$ cat config.mk
export PLATFORM = sky130hd
export DESIGN_NAME = syncfifo_param
export DESIGN_NICKNAME = d
export VERILOG_FILES = /design/src/rtl/fifo_pkg.sv /design/src/rtl/fifo_mem.sv /design/src/rtl/syncfifo_param.sv
export SDC_FILE = /design/constraint.sdc
export NUM_CORES = 1
export LEC_CHECK = 0
export BUFFER_PORTS_ARGS = -buffer_cell sky130_fd_sc_hd__buf_4
export CORE_MARGIN = 10
export CORE_UTILIZATION = 62
export CTS_BUF_LIST = sky130_fd_sc_hd__clkbuf_4 sky130_fd_sc_hd__clkbuf_8 sky130_fd_sc_hd__clkbuf_16
export DETAILED_ROUTE_END_ITERATION = 8
export GPL_TIMING_DRIVEN = 0
export PLACE_DENSITY = 0.81
export SYNTH_ARGS = -nofsm -noshare
export SYNTH_HDL_FRONTEND = slang
export SYNTH_SLANG_ARGS = --single-unit
$ cat constraint.sdc
create_clock -name clk -period 6.5 [get_ports clk]
set_input_delay 0.65 -clock clk [delete_from_list [all_inputs] [get_ports clk]]
set_output_delay 0.65 -clock clk [all_outputs]
set_load 0.03 [all_outputs]
$ cat src/rtl/fifo_pkg.sv
// Shared FIFO helpers: pointer width and elaboration-time configuration checks.
package fifo_pkg;

  function automatic int unsigned ptr_w(input int unsigned depth);
    return 32'($clog2(depth)) + 32'd1;
  endfunction

  // DEPTH must be a power of two >= 2 and AE_LEVEL < AF_LEVEL <= DEPTH.
  function automatic bit params_ok(input int unsigned depth,
                                   input int unsigned af_level,
                                   input int unsigned ae_level);
    return (depth >= 32'd2) && ((depth & (depth - 32'd1)) == 32'd0) &&
           (ae_level < af_level) && (af_level <= depth);
  endfunction

endpackage

$ cat src/rtl/fifo_mem.sv
// DEPTH x WIDTH register array: one synchronous write port, one asynchronous read port, no reset.
module fifo_mem
  import fifo_pkg::*;
#(
  parameter int unsigned WIDTH = 8,
  parameter int unsigned DEPTH = 16
) (
  input  logic                         clk,
  input  logic                         we,
  input  logic [ptr_w(DEPTH)-2:0]      waddr,
  input  logic [WIDTH-1:0]             wdata,
  input  logic [ptr_w(DEPTH)-2:0]      raddr,
  output logic [WIDTH-1:0]             rdata
);

  logic [WIDTH-1:0] mem [DEPTH];

  always_ff @(posedge clk) begin
    if (we) mem[waddr] <= wdata;
  end

  assign rdata = mem[raddr];

endmodule

$ cat src/rtl/syncfifo_param.sv
// Single-clock parametrised FIFO with occupancy count, threshold flags and optional FWFT read.
module syncfifo_param
  import fifo_pkg::*;
#(
  parameter int unsigned WIDTH    = 8,
  parameter int unsigned DEPTH    = 16,
  parameter int unsigned AF_LEVEL = DEPTH - 2,
  parameter int unsigned AE_LEVEL = 2,
  parameter bit          FWFT     = 1'b0
) (
  input  logic                      clk,
  input  logic                      rst_n,
  input  logic                      wen,
  input  logic [WIDTH-1:0]          wdata,
  input  logic                      ren,
  output logic [WIDTH-1:0]          rdata,
  output logic                      valid,
  output logic                      full,
  output logic                      empty,
  output logic                      almost_full,
  output logic                      almost_empty,
  output logic                      overflow,
  output logic                      underflow,
  output logic [ptr_w(DEPTH)-1:0]   count
);

  localparam int unsigned PW = ptr_w(DEPTH);
  localparam int unsigned AW = PW - 1;

  if (!params_ok(DEPTH, AF_LEVEL, AE_LEVEL)) begin : g_bad_cfg
    $error("syncfifo_param: DEPTH must be a power of two >= 2 and AE_LEVEL < AF_LEVEL <= DEPTH");
  end

  logic [PW-1:0]    wptr_q, rptr_q;
  logic [PW-1:0]    wptr_n, rptr_n, cnt_n;
  logic             rd_ok, wr_ok;
  logic [WIDTH-1:0] mem_rd;

  // A full FIFO still accepts a write when a read frees a slot in the same cycle.
  always_comb begin
    rd_ok  = ren && !empty;
    wr_ok  = wen && (!full || rd_ok);
    wptr_n = wptr_q + PW'(wr_ok);
    rptr_n = rptr_q + PW'(rd_ok);
    cnt_n  = wptr_n - rptr_n;
  end

  always_ff @(posedge clk or negedge rst_n) begin
    if (!rst_n) begin
      wptr_q       <= '0;
      rptr_q       <= '0;
      count        <= '0;
      full         <= 1'b0;
      empty        <= 1'b1;
      almost_full  <= 1'b0;
      almost_empty <= 1'b1;
      overflow     <= 1'b0;
      underflow    <= 1'b0;
    end else begin
      wptr_q       <= wptr_n;
      rptr_q       <= rptr_n;
      count        <= cnt_n;
      full         <= (cnt_n == PW'(DEPTH));
      empty        <= (cnt_n == '0);
      almost_full  <= (cnt_n >= PW'(AF_LEVEL));
      almost_empty <= (cnt_n <= PW'(AE_LEVEL));
      overflow     <= wen && !wr_ok;
      underflow    <= ren && !rd_ok;
    end
  end

  fifo_mem #(
    .WIDTH (WIDTH),
    .DEPTH (DEPTH)
  ) u_mem (
    .clk   (clk),
    .we    (wr_ok),
    .waddr (wptr_q[AW-1:0]),
    .wdata (wdata),
    .raddr (rptr_q[AW-1:0]),
    .rdata (mem_rd)
  );

  if (FWFT) begin : g_fwft
    // Head word is presented directly; masked to zero while empty so reset shows rdata=0.
    always_comb begin
      valid = !empty;
      rdata = empty ? '0 : mem_rd;
    end
  end else begin : g_reg
    always_ff @(posedge clk or negedge rst_n) begin
      if (!rst_n) begin
        rdata <= '0;
        valid <= 1'b0;
      end else begin
        valid <= rd_ok;
        if (rd_ok) rdata <= mem_rd;
      end
    end
  end

endmodule

# [After elaboration in Yosys (flattened, before gate mapping)]
# Memories as Yosys holds them, arrays and structs flattened. A register that Yosys moved wholly into a read port is not among the register bits.
# Index checks and enable logic that the tools add are counted.
[word_totals] register_bits=22 mem_bits_rw=128 input_bits=12 out_inout_bits=20 wordCells=30 n_memories=1
[memory_table] name="u_mem.mem" depth=16 word_bits=8 rd=1 rd_ports_with_merged_regs=1 wr=1 line="fifo_mem.sv:16" rtl="logic [WIDTH-1:0] mem [DEPTH];"
[classes] addsub=3 order_cmp=2 eq_ne=1 mux=2 reduce_logical=11
[op_table] operator="5-bit by 1-bit adder with 5-bit output" count=2
[op_table] operator="5-bit equality test (second input constant)" count=1
[op_table] operator="5-bit by 4-bit >= comparator with 1-bit output (second input constant)" count=1
[op_table] operator="5-bit by 2-bit <= comparator with 1-bit output (second input constant)" count=1
[op_table] operator="1-bit zero test" count=5
[op_table] operator="5-bit zero test" count=1
[op_table] operator="5-bit subtractor" count=1
[op_table] operator="1-bit logical AND" count=4
[op_table] operator="1-bit two-way mux" count=2
[op_table] operator="1-bit logical OR" count=1

# [Depth between registers and ports, before layout]
[logic_depth] depth_word=7 ltp_mapped=12 mapped_depth_nobuf=12

# [Modules after synthesis]
# Synthesis repeated with hierarchy kept, for this count alone.
[unflattened] hier_cells=328 hier_area_um2=6256.0
[by_module_without_submodules] mod="fifo_mem" instances=1 cells_each=221 area_per_inst_um2=4987.3 seq_area_each_um2=3843.7
[by_module_without_submodules] mod="syncfifo_param" instances=1 cells_each=107 area_per_inst_um2=1268.7 seq_area_each_um2=753.2

# [Worst setup path before layout]
# Ideal clock, no wire load.
[synth_timing] path_type="input to register" from="input port ren" to="register almost_full" setup_time_ps=120 arrival_time_ps=2839 required_time_ps=6380 slack_ps=3540 path_stages=11 path_buffers=0 path_cell_list="nand2b_1 > a21boi_1 > ha_1 > ha_1 > xnor2_1 > ha_1 > nor2_1 > o21ai_0 > a21oi_1 > xor3_2 > a31o_2"
[synth_via] elab_chain_cells=6 word_cells_on_any_way=7 classes_between="add/sub (3); order compare (1); reduce/logical (3)"
[synth_lines] item="start, declared" line="syncfifo_param.sv:15" rtl="input logic ren,"
[synth_lines] item="1-bit logical AND" line="syncfifo_param.sv:41" rtl="rd_ok = ren && !empty;"
[synth_lines] item="1-bit logical OR" line="syncfifo_param.sv:42" rtl="wr_ok = wen && (!full || rd_ok);"
[synth_lines] item="1-bit logical AND" line="syncfifo_param.sv:42"
[synth_lines] item="5-bit by 1-bit adder with 5-bit output" line="syncfifo_param.sv:43" rtl="wptr_n = wptr_q + PW'(wr_ok);"
[synth_lines] item="via wptr_n[1]" line="syncfifo_param.sv:35" rtl="logic [PW-1:0] wptr_n, rptr_n, cnt_n;"
[synth_lines] item="5-bit subtractor" line="syncfifo_param.sv:45" rtl="cnt_n = wptr_n - rptr_n;"
[synth_lines] item="via cnt_n[4]" line="syncfifo_param.sv:35"
[synth_lines] item="5-bit by 4-bit >= comparator with 1-bit output" line="syncfifo_param.sv:65" rtl="almost_full <= (cnt_n >= PW'(AF_LEVEL));"
[synth_lines] item="end signal, assigned" line="syncfifo_param.sv:65"
[synth_lines] item="end, declared" line="syncfifo_param.sv:20" rtl="output logic almost_full,"
# The timed path passes the listed nets, and every way through them passes these cells.

# [Final worst setup path]
[layout_timing] from="register rptr_q[3]" to="register almost_full"
[layout_via] elab_chain_cells=3
[layout_lines] item="start, declared" line="syncfifo_param.sv:34" rtl="logic [PW-1:0] wptr_q, rptr_q;"
[layout_lines] item="start signal, assigned" line="syncfifo_param.sv:61" rtl="rptr_q <= rptr_n;"
[layout_lines] item="5-bit by 1-bit adder with 5-bit output" line="syncfifo_param.sv:44" rtl="rptr_n = rptr_q + PW'(rd_ok);"
[layout_lines] item="5-bit subtractor" line="syncfifo_param.sv:45"
[layout_lines] item="via cnt_n[4]" line="syncfifo_param.sv:35"
[layout_lines] item="5-bit by 4-bit >= comparator with 1-bit output" line="syncfifo_param.sv:65"
# The timed path passes the listed nets, and every way through them passes these cells.

==> metrics.txt <==
run status completed; Critical Path Sink Type flip-flop; FF-to-FF path depth 9; number of iterations in the first detailed-routing pass 5; initial antenna violation count 0; largest net degree at the start of global routing 31; Die Area around 15000 um2; Tot GR Track Use between 10% and 20%; Worst Slack Setup Final 3.26 ns; Cell Area, Synth between 6000 and 7000 um2; vias about 3400; top cells by instance count after synthesis edfxtp_1 (128), dfrtp_1 (28), nor2b_1 (17); Die Span X roughly 120 um; Routed Antenna Nets 0; Syn Inst Count ~350; Initial Util approximately 64%; Sink Count 158; top cell type's share of synthesized area 61.0%; CTS root buf clkbuf_8; CTS tree yes; first-pass GRT wire length between 15000 and 20000 um; pwr/cell area 504 nW/um2; CTS Buffer Depth 2; syn_area_per_cell 17.9 um2; Max Clk Rate slightly above 300 MHz; Reg2Reg Launch Point rptr_q[3]$_DFF_PN0_; Place WS a little over 3 ns; vias in the first global route 3467; Net Count, Synth 374; clock slew at the register clock pins of the worst setup and hold paths 0.07 ns; final HPWL from detailed placement 8190 um; critical path type reg2reg; I/O Buffers 31; most frequent cell after synthesis edfxtp_1; Setup Skew about 0.008 ns; share of post-route cells with drive strength above 1 25.9%; Vias/cell 6.23; cell taking the most area after synthesis edfxtp_1; Worst setup SP type flip-flop; EDFF count, synth 128; sequential fraction of the synthesis area 72.9%; ANT cells 0; CP required 6.92 ns; Filler cells 592; max cap viols 0; hold_buf cts 0; fin util 74.6%; total congestion overflow 0; num ports 32; total power 3.69 mW; Pleak 2.63 nW; footprint of the multi-input gates between 1500 and 2000 um2; layout net count roughly 430; Top Metal Used met4; WL met1 5110 um; unrepaired setup endpoints after global routing no; final cycle utilization of the critical path 49.9%; worst-path maximum fanout 10; Area after DPL about 6700 um2; TNS Setup 0 ns; synth top area cells edfxtp_1 (61%), dfrtp_1 (11%), mux4_2 (5.7%); CORE AREA 9820 um2; Routed WL 12900 um; row count 36; Routed WL per cell 23.5 um; FF+latch area 4600 um2; Worst Hold Class in2async; reg2reg end almost_full$_DFF_PN0_; height of the chip 121 um; Slew @ Worst Pin between 1 and 1.5 ns; Max-slew headroom between 15 and 20%; setup violators final 0; synth-to-layout area growth 16.2%; routed length on met2 roughly 6200 um; drt initial violations 364; Worst Path Arrival about 3.7 ns; Final Max Tran Viols 0; Main synth FF type edfxtp_1; cell area after layout approximately 7300 um2; VDD IR max just over 0.5 mV; Final Hold Viols 0; worst skew pair latency 0.53 ns; cts bufs inserted 17; asr flop ratio synth roughly a fifth; H-tree depth 4; YS warnings 0; internal reg-to-reg setup slack 3.26 ns; GP Congestion between 0.8 and 0.9; DRC violations left 0; minimum clock period 3.24 ns; Unique masters post-synth 42; post-cts resize count 0; met3 WL 1210 um; Post-CTS Setup Bufs 0; synthesized flop and latch total 158
sequential cells by signal, indices dropped and copies added, names as in the netlist:
| signal | count |
|---|---|
| rptr_q | 5 |
| rdata | 8 |
| underflow | 1 |
| almost_full | 1 |
| overflow | 1 |
| wptr_q | 5 |
| full | 1 |
| count | 5 |
| almost_empty | 1 |
| u_mem.mem | 128 |
| empty | 1 |
| valid | 1 |
power by group:
part / internal, mW / total [mW] / leakage (nW) / switching [mW]
combinational: 0.584 / 1.37 / 0.804 / 0.790
sequential: 1.27 / 1.34 / 1.52 / 0.0646
clock: 0.596 / 0.985 / 0.306 / 0.389
total: 2.45 / 3.69 / 2.63 / 1.24
critical path, cell delays in order (launching register included):
cell	delay, ns
dfrtp_1	0.36
clkbuf_1	0.37
clkbuf_1	0.62
xor2_1	0.42
ha_1	0.33
inv_1	0.13
a21oi_1	0.06
a21oi_1	0.20
xor3_2	0.41
a31o_2	0.23
worst max-delay path by stage:
stage	startpoint	end	slack, ns	depth (start not counted)
after floorplan	ren	almost_full$_DFF_PN0_	3.54	11
after global placement	ren	almost_full$_DFF_PN0_	3.14	12
after detailed placement	ren	almost_empty$_DFF_PN1_	3.07	12
after CTS	rptr_q[3]$_DFF_PN0_	almost_full$_DFF_PN0_	3.34	9
after global routing	empty$_DFF_PN1_	almost_empty$_DFF_PN1_	3.15	11
final	rptr_q[3]$_DFF_PN0_	almost_full$_DFF_PN0_	3.26	9
layout make-up:
type | count | area share, %
Clock inverter | 8 | 0.786
Clock buffer | 24 | 7.58
Sequential cell | 158 | 62.8
Buffer | 18 | 1.42
Tap cell | 133 | 2.27
Multi-Input combinational cell | 169 | 21.5
Timing Repair Buffer | 32 | 3.28
Inverter | 8 | 0.410
cell families after synthesis:
family / count (synthesis) / synth area share (%)
AOI/OAI and AO/OA: 41 / 5.32
adders and majority gates: 10 / 1.94
xor gates and xnor gates: 12 / 2.16
buffers and inverters: 26 / 2.12
DFF: 158 / 72.9
and+or+nand+nor: 66 / 5.85
muxes: 40 / 9.68
cells in the final DEF (no fill, tap or decap), drive strengths merged, types with 14 or more instances in the layout:
| cell type | synthesis | final |
|---|---|---|
| edfxtp | 128 | 128 |
| buf | 13 | 45 |
| clkbuf | 5 | 29 |
| dfrtp | 28 | 28 |
| nor2b | 17 | 17 |
| mux4 | 16 | 16 |
| mux2i | 16 | 16 |
| nor2 | 14 | 14 |
| inv | 8 | 14 |
metrics by stage:
stage | hold WS (ns) | std cells
global placement | 0.460 | 517
finish | 0.0371 | 550
floorplan | 0.354 | 353
global route | 0.0495 | 550
CTS | 0.0347 | 549
detailed placement | 0.462 | 517
per-layer routing:
metal	global-route usage (%)	vias to the layer above
met3	5.26	30
met4	7.99	0
met2	28.8	193
met5	0	-
li1	-	1504
met1	23.9	1698
Note: power is estimated with default switching activity, not from simulation.
